--- config.mk ---
export PLATFORM = sky130hd
export DESIGN_NAME = shifter_pipelined
export DESIGN_NICKNAME = d
export VERILOG_FILES = /design/src/rtl/shifter_pipelined.sv
export SDC_FILE = /design/constraint.sdc
export NUM_CORES = 1
export LEC_CHECK = 0
export CAP_MARGIN = 10
export CELL_PAD_IN_SITES_DETAIL_PLACEMENT = 1
export CELL_PAD_IN_SITES_GLOBAL_PLACEMENT = 1
export CORE_MARGIN = 2
export CORE_UTILIZATION = 40
export CTS_CLUSTER_SIZE = 14
export DETAILED_ROUTE_END_ITERATION = 12
export PLACE_DENSITY = 0.86
export SYNTH_ARGS = -nofsm -noshare
export SYNTH_HDL_FRONTEND = slang
export SYNTH_SLANG_ARGS = --single-unit
--- constraint.sdc ---
create_clock -name clk -period 2.4 [get_ports clk]
set_clock_uncertainty 0.05 [all_clocks]
set_input_delay 0.48 -clock clk [delete_from_list [all_inputs] [get_ports clk]]
set_output_delay 0.48 -clock clk [all_outputs]
set_load 0.02 [all_outputs]
--- src/rtl/shifter_pipelined.sv ---
// -----------------------------------------------------------------------------
// shifter_pipelined
//
// Pipelined barrel shifter. It is a log2(N)-stage shift network. Stage k
// shifts by 2^k when shamt[k] is set, and the LSB stage comes first. A
// register rank follows every STAGES_PER_REG stages, so the latency is
// L = ceil(log2(N) / STAGES_PER_REG) cycles. A single global advance
// signal moves every rank at once, which gives one operation per cycle
// when downstream is ready.
//
// Modes (op): 00 SLL, 01 SRL, 10 SRA, 11 ROR.
//
// Ports:
//   clk        rising-edge clock
//   rst        synchronous, active-high reset
//   in_valid   operation presented upstream
//   in_ready   operation accepted this cycle (= advance)
//   in         operand, N bits
//   shamt      shift amount, $clog2(N) bits
//   op         shift mode, 2 bits
//   out_valid  result valid (final rank valid bit)
//   out_ready  downstream accepts result
//   out        result, N bits, driven straight from the final rank
// -----------------------------------------------------------------------------
module shifter_pipelined #(
    parameter int N              = 32,
    parameter int STAGES_PER_REG = 2
) (
    input  logic                 clk,
    input  logic                 rst,
    input  logic                 in_valid,
    output logic                 in_ready,
    input  logic [N-1:0]         in,
    input  logic [$clog2(N)-1:0] shamt,
    input  logic [1:0]           op,
    output logic                 out_valid,
    input  logic                 out_ready,
    output logic [N-1:0]         out
);

    localparam int LOGN = $clog2(N);
    localparam int SW   = LOGN;
    localparam int L    = (LOGN + STAGES_PER_REG - 1) / STAGES_PER_REG;

    localparam logic [1:0] OP_SLL = 2'b00;
    localparam logic [1:0] OP_SRL = 2'b01;
    localparam logic [1:0] OP_SRA = 2'b10;
    localparam logic [1:0] OP_ROR = 2'b11;

    // One conditional shift-by-2^k stage. sg is the operand's original MSB.
    // It travels with the data, so SRA fill stays correct in later ranks.
    function automatic logic [N-1:0] shift_stage(
        input logic [N-1:0] d,
        input logic [SW-1:0] s,
        input int            k,
        input logic [1:0]    o,
        input logic          sg
    );
        logic [SW-1:0] sel;
        logic [N-1:0]  fill;
        logic [N-1:0]  r;
        int            sh;
        sel  = s >> k;
        sh   = 1 << k;
        fill = ~({N{1'b1}} >> sh);
        r    = d;
        if (sel[0]) begin
            case (o)
                OP_SLL:  r = d << sh;
                OP_SRL:  r = d >> sh;
                OP_SRA:  r = (d >> sh) | (sg ? fill : '0);
                OP_ROR:  r = (d >> sh) | (d << (N - sh));
                default: r = d;
            endcase
        end
        return r;
    endfunction

    // All the stages that sit in front of register rank rk. The last rank
    // may hold fewer than STAGES_PER_REG stages.
    function automatic logic [N-1:0] rank_shift(
        input logic [N-1:0]  d,
        input logic [SW-1:0] s,
        input int            rk,
        input logic [1:0]    o,
        input logic          sg
    );
        logic [N-1:0] r;
        int           k;
        r = d;
        for (int j = 0; j < STAGES_PER_REG; j++) begin
            k = rk * STAGES_PER_REG + j;
            if (k < LOGN) r = shift_stage(r, s, k, o, sg);
        end
        return r;
    endfunction

    logic [N-1:0]  data_p  [L];
    logic [SW-1:0] shamt_p [L];
    logic [1:0]    op_p    [L];
    logic          sign_p  [L];
    logic          vld_p   [L];
    logic [N-1:0]  nxt_p   [L];
    logic          advance;

    assign out_valid = vld_p[L-1];
    assign out       = data_p[L-1];
    assign advance   = !out_valid || out_ready;
    assign in_ready  = advance;

    // Combinational shift network in front of each rank.
    always_comb begin
        nxt_p[0] = rank_shift(in, shamt, 0, op, in[N-1]);
        for (int r = 1; r < L; r++) begin
            nxt_p[r] = rank_shift(data_p[r-1], shamt_p[r-1], r, op_p[r-1], sign_p[r-1]);
        end
    end

    // Register ranks p0..p(L-1). Every rank moves together on advance.
    always_ff @(posedge clk) begin
        if (rst) begin
            for (int r = 0; r < L; r++) begin
                data_p[r]  <= '0;
                shamt_p[r] <= '0;
                op_p[r]    <= '0;
                sign_p[r]  <= 1'b0;
                vld_p[r]   <= 1'b0;
            end
        end else if (advance) begin
            data_p[0]  <= nxt_p[0];
            shamt_p[0] <= shamt;
            op_p[0]    <= op;
            sign_p[0]  <= in[N-1];
            vld_p[0]   <= in_valid;
            for (int r = 1; r < L; r++) begin
                data_p[r]  <= nxt_p[r];
                shamt_p[r] <= shamt_p[r-1];
                op_p[r]    <= op_p[r-1];
                sign_p[r]  <= sign_p[r-1];
                vld_p[r]   <= vld_p[r-1];
            end
        end
    end

endmodule

# Word-level counts from Yosys, hierarchy flattened
# Memories as Yosys holds them, arrays and structs flattened.
# Index checks and enable logic that the tools add are counted.
[word_totals]
elab_cells = 79
out_inout_bits = 34
ff_bits = 0
input_bits = 43
memories = 5
ram_bits = 123
[classes]
n_reduce_logical = 5
bitwise = 25
muxes = 35
n_eq_ne = 9
[memory_table]
columns = ["memory", "words", "width", "rd", "rd_ports_with_merged_regs", "wr", "line", "text"]
rows = [
  ["data_p", 3, 32, 3, 0, 3, "98", "logic [N-1:0] data_p [L];"],
  ["shamt_p", 3, 5, 2, 0, 3, "99", "logic [SW-1:0] shamt_p [L];"],
  ["op_p", 3, 2, 2, 0, 3, "100", "logic [1:0] op_p [L];"],
  ["sign_p", 3, 1, 2, 0, 3, "101", "logic sign_p [L];"],
  ["vld_p", 3, 1, 3, 0, 3, "102", "logic vld_p [L];"],
]
[ops]
columns = ["cell", "count"]
rows = [
  ["one-hot mux 32 bit (4 select lines)", 5],
  ["2-to-1 mux 32 bit", 13],
  ["OR 16 x 32 -> 32 bit", 2],
  ["OR 24 x 32 -> 32 bit", 2],
  ["OR 28 x 32 -> 32 bit", 2],
  ["OR 30 x 32 -> 32 bit", 2],
  ["OR 31 x 32 -> 32 bit", 2],
  ["2-to-1 mux 5 bit", 3],
  ["OR 1 bit", 15],
  ["== test 2 bit, second input constant", 6],
  ["2-to-1 mux 1 bit", 11],
  ["== test 2 x 1 -> 1 bit, second input constant", 3],
  ["logical NOT 2 bit", 3],
  ["2-to-1 mux 2 bit", 3],
  ["logical NOT 1 bit", 1],
  ["logical OR 1 bit", 1],
]

# Logic depth before layout (Yosys ltp)
# Gate-level depths: netlist (run 1).
# An unclocked memory read counts as a cell.
[depth]
word_depth = 9
ltp_mapped = 8
mapped_depth_nobuf = 4

# Worst setup path after synthesis (run 1)
# No wires, ideal clock.
[synth_timing]
kind = "register to register"
startpoint = "memory vld_p[2][0] (netlist: vld_p[0][2])"
endpoint = "memory data_p[0][0], enable pin"
synth_period_minus_slack_ns = 2.641
path_buffers = 0
arrival_time_ns = 2.170
path_stages_with_launch = 3
path_slack_ns = -0.241
cell_sequence = "edfxtp_1 nand2b_1 or2_2"
[synth_rtl]
columns = ["element", "line"]
rows = [
  ["start: declaration", "102"],
  ["end: declaration", "98"],
]

==> tab_implementation.tex, run 1 <==
\begin{tabular}{lr}
\hline
Metric & Value \\
\hline
\multicolumn{2}{l}{\textbf{Run status}} \\
Status & completed \\
\multicolumn{2}{l}{\textbf{Global routing}} \\
Total Routing Usage GR & 0.2279 \\
Wire length of the first global-routing pass & 36450 microns \\
Initial antenna violation count & 0 \\
Grt ovf & 0 \\
Maximum number of pins on one net before global-route repair & 74 \\
Vias in the first global route & 6686 \\
\multicolumn{2}{l}{\textbf{Logic synthesis}} \\
Gate Count Post-Synth & 834 \\
Cell with the most instances after synthesis & a21oi\_1 \\
List of most frequent post-synthesis cells & a21oi\_1, edfxtp\_1, nand2\_1, nor2\_1, o21ai\_0 \\
Register area share after synthesis & 0.4354 \\
Count of yosys warnings during synthesis & 0 \\
Number of synthesized register bits & 109 \\
Post-synth top flop & edfxtp\_1 \\
Number of synthesized flops with an enable pin & 109 \\
Post-synth cell types & 60 \\
Synthesized netlist net count & 877 \\
Leading cell types by total area after synthesis & edfxtp\_1, a21oi\_1, nand2\_1 \\
Fraction of synthesis flops using an asynchronous set or reset pin & 0 \\
Proportion of netlist area held by the largest area contributor & 0.4354 \\
Combined area of all synthesized cells & 0.007517 sq mm \\
Synth area leader & edfxtp\_1 \\
Synthesized area per cell & approximately 9.0 sq um \\
\multicolumn{2}{l}{\textbf{Worst setup path}} \\
Biggest fanout along the worst timing path & 9 \\
CP Launch Type & register \\
Cells along the critical path & buf\_4 -> nand2\_1 -> o21ai\_0 -> nor3\_1 -> a2111oi\_2 \\
CP Capture Type & register \\
Crit Reg-Reg Endpoint & data\_p[0][58] \\
Kind of critical path & register to register \\
CP Launch Point & op\_p[0][1] \\
Slowest-stage cell, CP & edfxtp\_1 \\
Largest incremental delay on the critical path & 550 ps \\
Worst reg-to-reg path cell count & 5 \\
Arrival time reported for the critical path endpoint & approximately 2300 ps \\
Start of the worst register-to-register path & op\_p[0][1] \\
Worst reg-to-reg setup slack & about 110 ps \\
Critical Path RT & 2440 ps \\
\multicolumn{2}{l}{\textbf{CTS}} \\
Clock slew at reported path FFs & roughly 70 ps \\
Setup fix buffers added after clock tree synthesis & 0 \\
Insertion delay to the later sink of the worst-skew pair & 350 ps \\
Count of hold buffers inserted by post-cts repair & 0 \\
Number of buffers on the longest clock path & 2 \\
Deepest level of the CTS H-tree & 3 \\
Cts bufs inserted & 9 \\
CTS root buf & clkbuf\_16 \\
TritonCTS clock tree & done \\
CTS-repair resized insts & 0 \\
Clock net sink count & 109 \\
\multicolumn{2}{l}{\textbf{Layout}} \\
Synth-to-Final Area Change & 16.31\% \\
Fillers & roughly 2.1k \\
Number of standard cells in the final layout excluding fillers & 1102 \\
Layout cells sized above 1 & 0.09101 \\
\# nets final & 906 \\
Final Util & 0.4706 \\
Number of diodes added for antenna fixing & 0 \\
\multicolumn{2}{l}{\textbf{Place}} \\
Port-buffer cells & 76 \\
\# placed instances & 1086 \\
Detailed placer's ending HPWL & 16390 microns \\
Gpl congestion & 0.9419 \\
\multicolumn{2}{l}{\textbf{Floorplanning}} \\
Core ar. & 0.01858 sq mm \\
Initial core utilization & 0.4046 \\
Height of the chip & 141.1 microns \\
Count of pins on the block boundary & just under 80 \\
Die span in x & 141.1 microns \\
Num rows & 50 \\
Die area & about 0.02 sq mm \\
\multicolumn{2}{l}{\textbf{Min path}} \\
Capture endpoint of the worst hold path & vld\_p[0][2] \\
Worst hold path type & register to register \\
Launch instance of the worst min-delay path & vld\_p[0][1] \\
Min-Delay Path Depth & 1 \\
\multicolumn{2}{l}{\textbf{Route}} \\
Post-detailed-route wirelength per cell & 20.18 microns \\
Detailed Routing Iterations Pass 1 & 5 \\
Post-detailed-route count of antenna-violating nets & 0 \\
Detailed-route vias per instance & 6.163 \\
Number of design-rule violations left by the first detailed-router iteration & 488 \\
Via count & $\sim$6.8k \\
Wirelength, routed & 22240 microns \\
DRC viols & 0 \\
\multicolumn{2}{l}{\textbf{Timing}} \\
Minimum hold slack & 479.6 ps \\
Final min period & roughly 2300 ps \\
Max-slew violation count & 0 \\
Max Clock Freq & 437.3 MHz \\
Worst slew slack as a fraction of its limit & 0.2712 \\
Unrepaired setup endpoints after global routing & no \\
Slew of the pin with the lowest slew margin & 1089 ps \\
Hold violation count in the final report & 0 \\
Number of failing setup endpoints in the final timing report & 0 \\
Share of the cycle needed by the critical path after routing & 0.9528 \\
\multicolumn{2}{l}{\textbf{Power and ir drop}} \\
Reported leakage power & 3.114 nW \\
Worst supply voltage drop on vdd & 233.8 uV \\
Power density over the cells & approximately 570 mW/mm\^{}2 \\
\multicolumn{2}{l}{\textbf{Flow run}} \\
Number of maximum-capacitance constraint violations & 0 \\
\hline
\end{tabular}
-- cell families after synthesis --
| kind of cell | share of synthesized area |
|---|---|
| AO/OA/AOI/OAI | 0.2671 |
| XOR/XNOR | 0.001165 |
| buffers and inverters | 0.08422 |
| flip-flops | 0.4354 |
| multiplexers | 0.04810 |
| AND/OR/NAND/NOR | 0.1640 |
-- final cells by class --
| type | instances | area [sq um] | area share |
|---|---|---|---|
| Multi-Input combinational cell | 610 | 3618 | 0.4139 |
| Sequential cell | 109 | 3273 | 0.3744 |
| Timing Repair Buffer | 125 | 1269 | 0.1451 |
| Tap cell | 234 | 292.8 | 0.03349 |
| Clock buffer | 11 | 232.7 | 0.02662 |
| Inverter | 8 | 30.03 | 0.003434 |
| Clock inverter | 5 | 27.53 | 0.003148 |
-- flip-flops by register name (all words and copies together), names as in the netlist --
register and count:
data_p 96, sign_p 2, shamt_p 4, vld_p 3, op_p 4
-- how the worst max path moves through the flow --
stage,endpoint,slack (ps)
after global routing,data_p[0][58],60
final,data_p[0][58],110
after floorplan,data_p[0][0],290
after global placement,data_p[0][24],60
after CTS,in_ready,110
after detailed placement,data_p[0][13],-50
-- worst max-delay path, delay by kind of cell, from the launching register on --
family | cells | cell delay, ps
buffers and inverters | 1 | 230
AO/OA/AOI/OAI | 2 | 880
flip-flops | 1 | 550
AND/OR/NAND/NOR | 2 | 300
-- metal layers --
metal / vias to the layer above / global-route usage / routed length, microns
li1: 3160 / - / -
met1: 3345 / 0.3006 / 9823
met2: 247 / 0.3922 / 10910
met3: 40 / 0.01936 / 952
met4: 0 / 0.08368 / 557
met5: - / 0 / 0
-- cells in the final DEF (no fill, tap or decap), types with 8 or more instances in the layout --
master,netlist,routed
a2111oi_0,24,24
a21oi_1,145,145
a22oi_1,16,16
a31oi_1,9,9
and2_1,12,12
buf_12,0,12
buf_4,34,37
clkbuf_16,0,9
clkdlybuf4s50_1,0,74
edfxtp_1,109,109
mux2i_1,26,26
nand2_1,83,83
nand2b_1,16,15
nor2_1,73,73
o21ai_0,37,37
o21ai_1,36,36
o31a_1,8,8
or3b_1,28,28
-- per-stage QoR --
step,setup WS [ps],area (sq um),power [mW],TNS (ps)
2_1_floorplan,294.2,7520,3.186,0
5_1_grt,58.47,8743,5.159,0
3_5_place_dp,-47.69,8483,3.629,-47.69
6_report,113.2,8743,4.950,0
3_3_place_gp,64.51,8483,3.586,0
4_1_cts,106.8,8743,4.961,0
-- where the power goes --
group	internal [mW]	total, mW	leakage (nW)	switching (mW)
clock	0.696	1.34	0.122	0.642
combinational	0.496	1.16	1.70	0.663
sequential	2.29	2.45	1.29	0.168
total	3.48	4.95	3.11	1.47
(Power assumes the default switching activity.)
==> inputs of run 2 (changes only) <==
- CORE_UTILIZATION: 40 -> 44
- PLACE_DENSITY: 0.86 -> 0.89
- clock period: 2.4 -> 2.6 ns (I/O delays scaled with it)
==> run 2 against run 1 <==
Via count up 0.56%. Worst hold slack worse by 7.8 ps. Critical path depth down 2. Cell count down 1.8%. Core utilization up 5.2 points. Global-route usage up 2.8 points. Largest cell class unchanged.
==> tab_implementation.tex, run 2 (synthesis results as in run 1) <==
\begin{tabular}{lr}
\hline
Metric & Value \\
\hline
\multicolumn{2}{l}{\textbf{Run status}} \\
Status & completed \\
\multicolumn{2}{l}{\textbf{Worst setup path}} \\
Arrival time reported for the critical path endpoint & between 1500 and 2000 ps \\
Cells along the critical path & clkdlybuf4s50\_1 -> nand2b\_1 -> clkdlybuf4s50\_1 \\
Largest incremental delay on the critical path & 650 ps \\
Most frequent CP cell & clkdlybuf4s50\_1 \\
Top Family by Delay on Critical Path & buffers and inverters \\
Slowest-stage cell, CP & clkdlybuf4s50\_1 \\
Biggest fanout along the worst timing path & 4 \\
CP Capture Type & primary output \\
Kind of critical path & primary input to primary output \\
Buffering stage count on the worst path with inverters included & 2 \\
Critical Path RT & 2030 ps \\
CP Launch Type & primary input \\
\multicolumn{2}{l}{\textbf{Min path}} \\
Worst hold path type & register to register \\
\multicolumn{2}{l}{\textbf{CTS}} \\
Setup fix buffers added after clock tree synthesis & 0 \\
TritonCTS clock tree & done \\
CTS-repair resized insts & 0 \\
Insertion delay to the later sink of the worst-skew pair & approximately 360 ps \\
Clock slew at reported path FFs & 70 ps \\
Deepest level of the CTS H-tree & 3 \\
Clock net sink count & 109 \\
Cts bufs inserted & 9 \\
Count of hold buffers inserted by post-cts repair & 0 \\
CTS root buf & clkbuf\_16 \\
Number of buffers on the longest clock path & 2 \\
\multicolumn{2}{l}{\textbf{Layout}} \\
Leading cell type in the layout, fill and taps excluded & a21oi\_1 \\
Number of standard cells in the final layout excluding fillers & 1082 \\
Number of diodes added for antenna fixing & 0 \\
Most frequent cells in the layout & a21oi\_1, edfxtp\_1, nand2\_1 \\
Synth-to-Final Area Change & 15.70\% \\
Flip-flop count of the largest register after layout & 96 \\
Layout cells sized above 1 & 0.09049 \\
Fillers & 1920 \\
Area occupied by multi-input gates & 0.003618 sq mm \\
Largest reg by FF count & data\_p \\
Final Util & 0.5226 \\
Reg area & around 0.0033 sq mm \\
\# nets final & 900 \\
Largest registers & data\_p (96), op\_p (4), shamt\_p (4) \\
\multicolumn{2}{l}{\textbf{Route}} \\
Post-detailed-route count of antenna-violating nets & 0 \\
Post-detailed-route wirelength per cell & $\sim$21 microns \\
Detailed Routing Iterations Pass 1 & 5 \\
Number of design-rule violations left by the first detailed-router iteration & 520 \\
Detailed-route vias per instance & 6.312 \\
Via count & slightly below 7k \\
Wirelength, routed & 22960 microns \\
DRC viols & 0 \\
\multicolumn{2}{l}{\textbf{Place}} \\
Port-buffer cells & 76 \\
Post-placement worst setup slack & 30.53 ps \\
Detailed placer's ending HPWL & 16540 microns \\
Gpl congestion & 0.9482 \\
\# placed instances & about 1.1k \\
\multicolumn{2}{l}{\textbf{Floorplanning}} \\
Core ar. & 0.01664 sq mm \\
Die area & around 0.018 sq mm \\
Initial core utilization & 0.4517 \\
Count of pins on the block boundary & 77 \\
Num rows & between 40 and 50 \\
Die span in x & 134.7 microns \\
Height of the chip & 134.7 microns \\
\multicolumn{2}{l}{\textbf{Power and ir drop}} \\
Total net switching power & 1.455 mW \\
Power density over the cells & 549.9 mW/mm\^{}2 \\
Part of the total power dissipated in sequential elements & 0.475 \\
Reported leakage power & 3.100 nW \\
Worst supply voltage drop on vdd & 324.2 uV \\
Switching part of the total power & 0.3041 \\
Share of total power in combinational logic & 0.222 \\
Cell-internal power & 3.328 mW \\
Clock network power share & 0.303 \\
\multicolumn{2}{l}{\textbf{Timing}} \\
Number of failing setup endpoints in the final timing report & 0 \\
Max Clock Freq & 423.2 MHz \\
Worst path setup slack after routing & 237.3 ps \\
Setup Total Neg Slack & 0 ps \\
Slew of the pin with the lowest slew margin & 1175 ps \\
Minimum hold slack & 471.8 ps \\
Hold violation count in the final report & 0 \\
Final min period & roughly 2400 ps \\
Worst slew slack as a fraction of its limit & 0.2136 \\
Share of the cycle needed by the critical path after routing & 0.9087 \\
Unrepaired setup endpoints after global routing & no \\
Max-slew violation count & 0 \\
\multicolumn{2}{l}{\textbf{Global routing}} \\
Initial antenna violation count & 0 \\
Maximum number of pins on one net before global-route repair & 68 \\
Vias in the first global route & $\sim$6.8k \\
Grt ovf & 0 \\
Wire length of the first global-routing pass & 36740 microns \\
Total Routing Usage GR & 0.2555 \\
\multicolumn{2}{l}{\textbf{Flow run}} \\
Number of maximum-capacitance constraint violations & 0 \\
\hline
\end{tabular}
-- run 2: cell type report --
type | count | area share
clock buffers | 9 | 0.02590
flip-flops and latches | 109 | 0.3763
inverters | 8 | 0.003453
clock inverters | 7 | 0.01021
repair buffers | 119 | 0.1364
well taps | 220 | 0.03165
multi-input cells | 610 | 0.4161
-- run 2: per-layer routing --
metal,vias to the layer above,wire (microns),GRT usage
met5,-,0,0
met2,292,11420,0.4382
met4,0,679,0.1023
li1,3146,-,-
met1,3343,9573,0.3279
met3,49,1281,0.03266
-- run 2: worst paths after layout --
kind	start	end	slack (ps)	cells after the start
min	shamt_p[0][4]	shamt_p[0][9]	470	1
max	out_ready	in_ready	240	3
min reg2reg	shamt_p[0][4]	shamt_p[0][9]	470	1
max reg2reg	op_p[0][0]	data_p[0][54]	320	5
-- run 2: through the flow --
| step | power (mW) | cell area (sq um) |
|---|---|---|
| floorplan | 2.941 | 7520 |
| global placement | 3.288 | 8383 |
| detailed placement | 3.345 | 8383 |
| CTS | 4.782 | 8697 |
| global route | 4.960 | 8697 |
| finish | 4.783 | 8697 |
-- run 2: power groups by stage --
stage          Sequential [mW]  Clock (mW)  Combinational, mW
3_3_place_gp              2.29           0               1.00
2_1_floorplan             2.22           0              0.721
3_5_place_dp              2.30           0               1.04
6_report                  2.27        1.45               1.06
4_1_cts                   2.27        1.47               1.05
5_1_grt                   2.28        1.53               1.15
-- run 2: worst register-to-register path: stages, from the launching register on --
cell and delay [ps]:
edfxtp_1 660, buf_4 310, o21ai_1 150, a21oi_1 170, a311oi_1 70, a2111oi_1 600
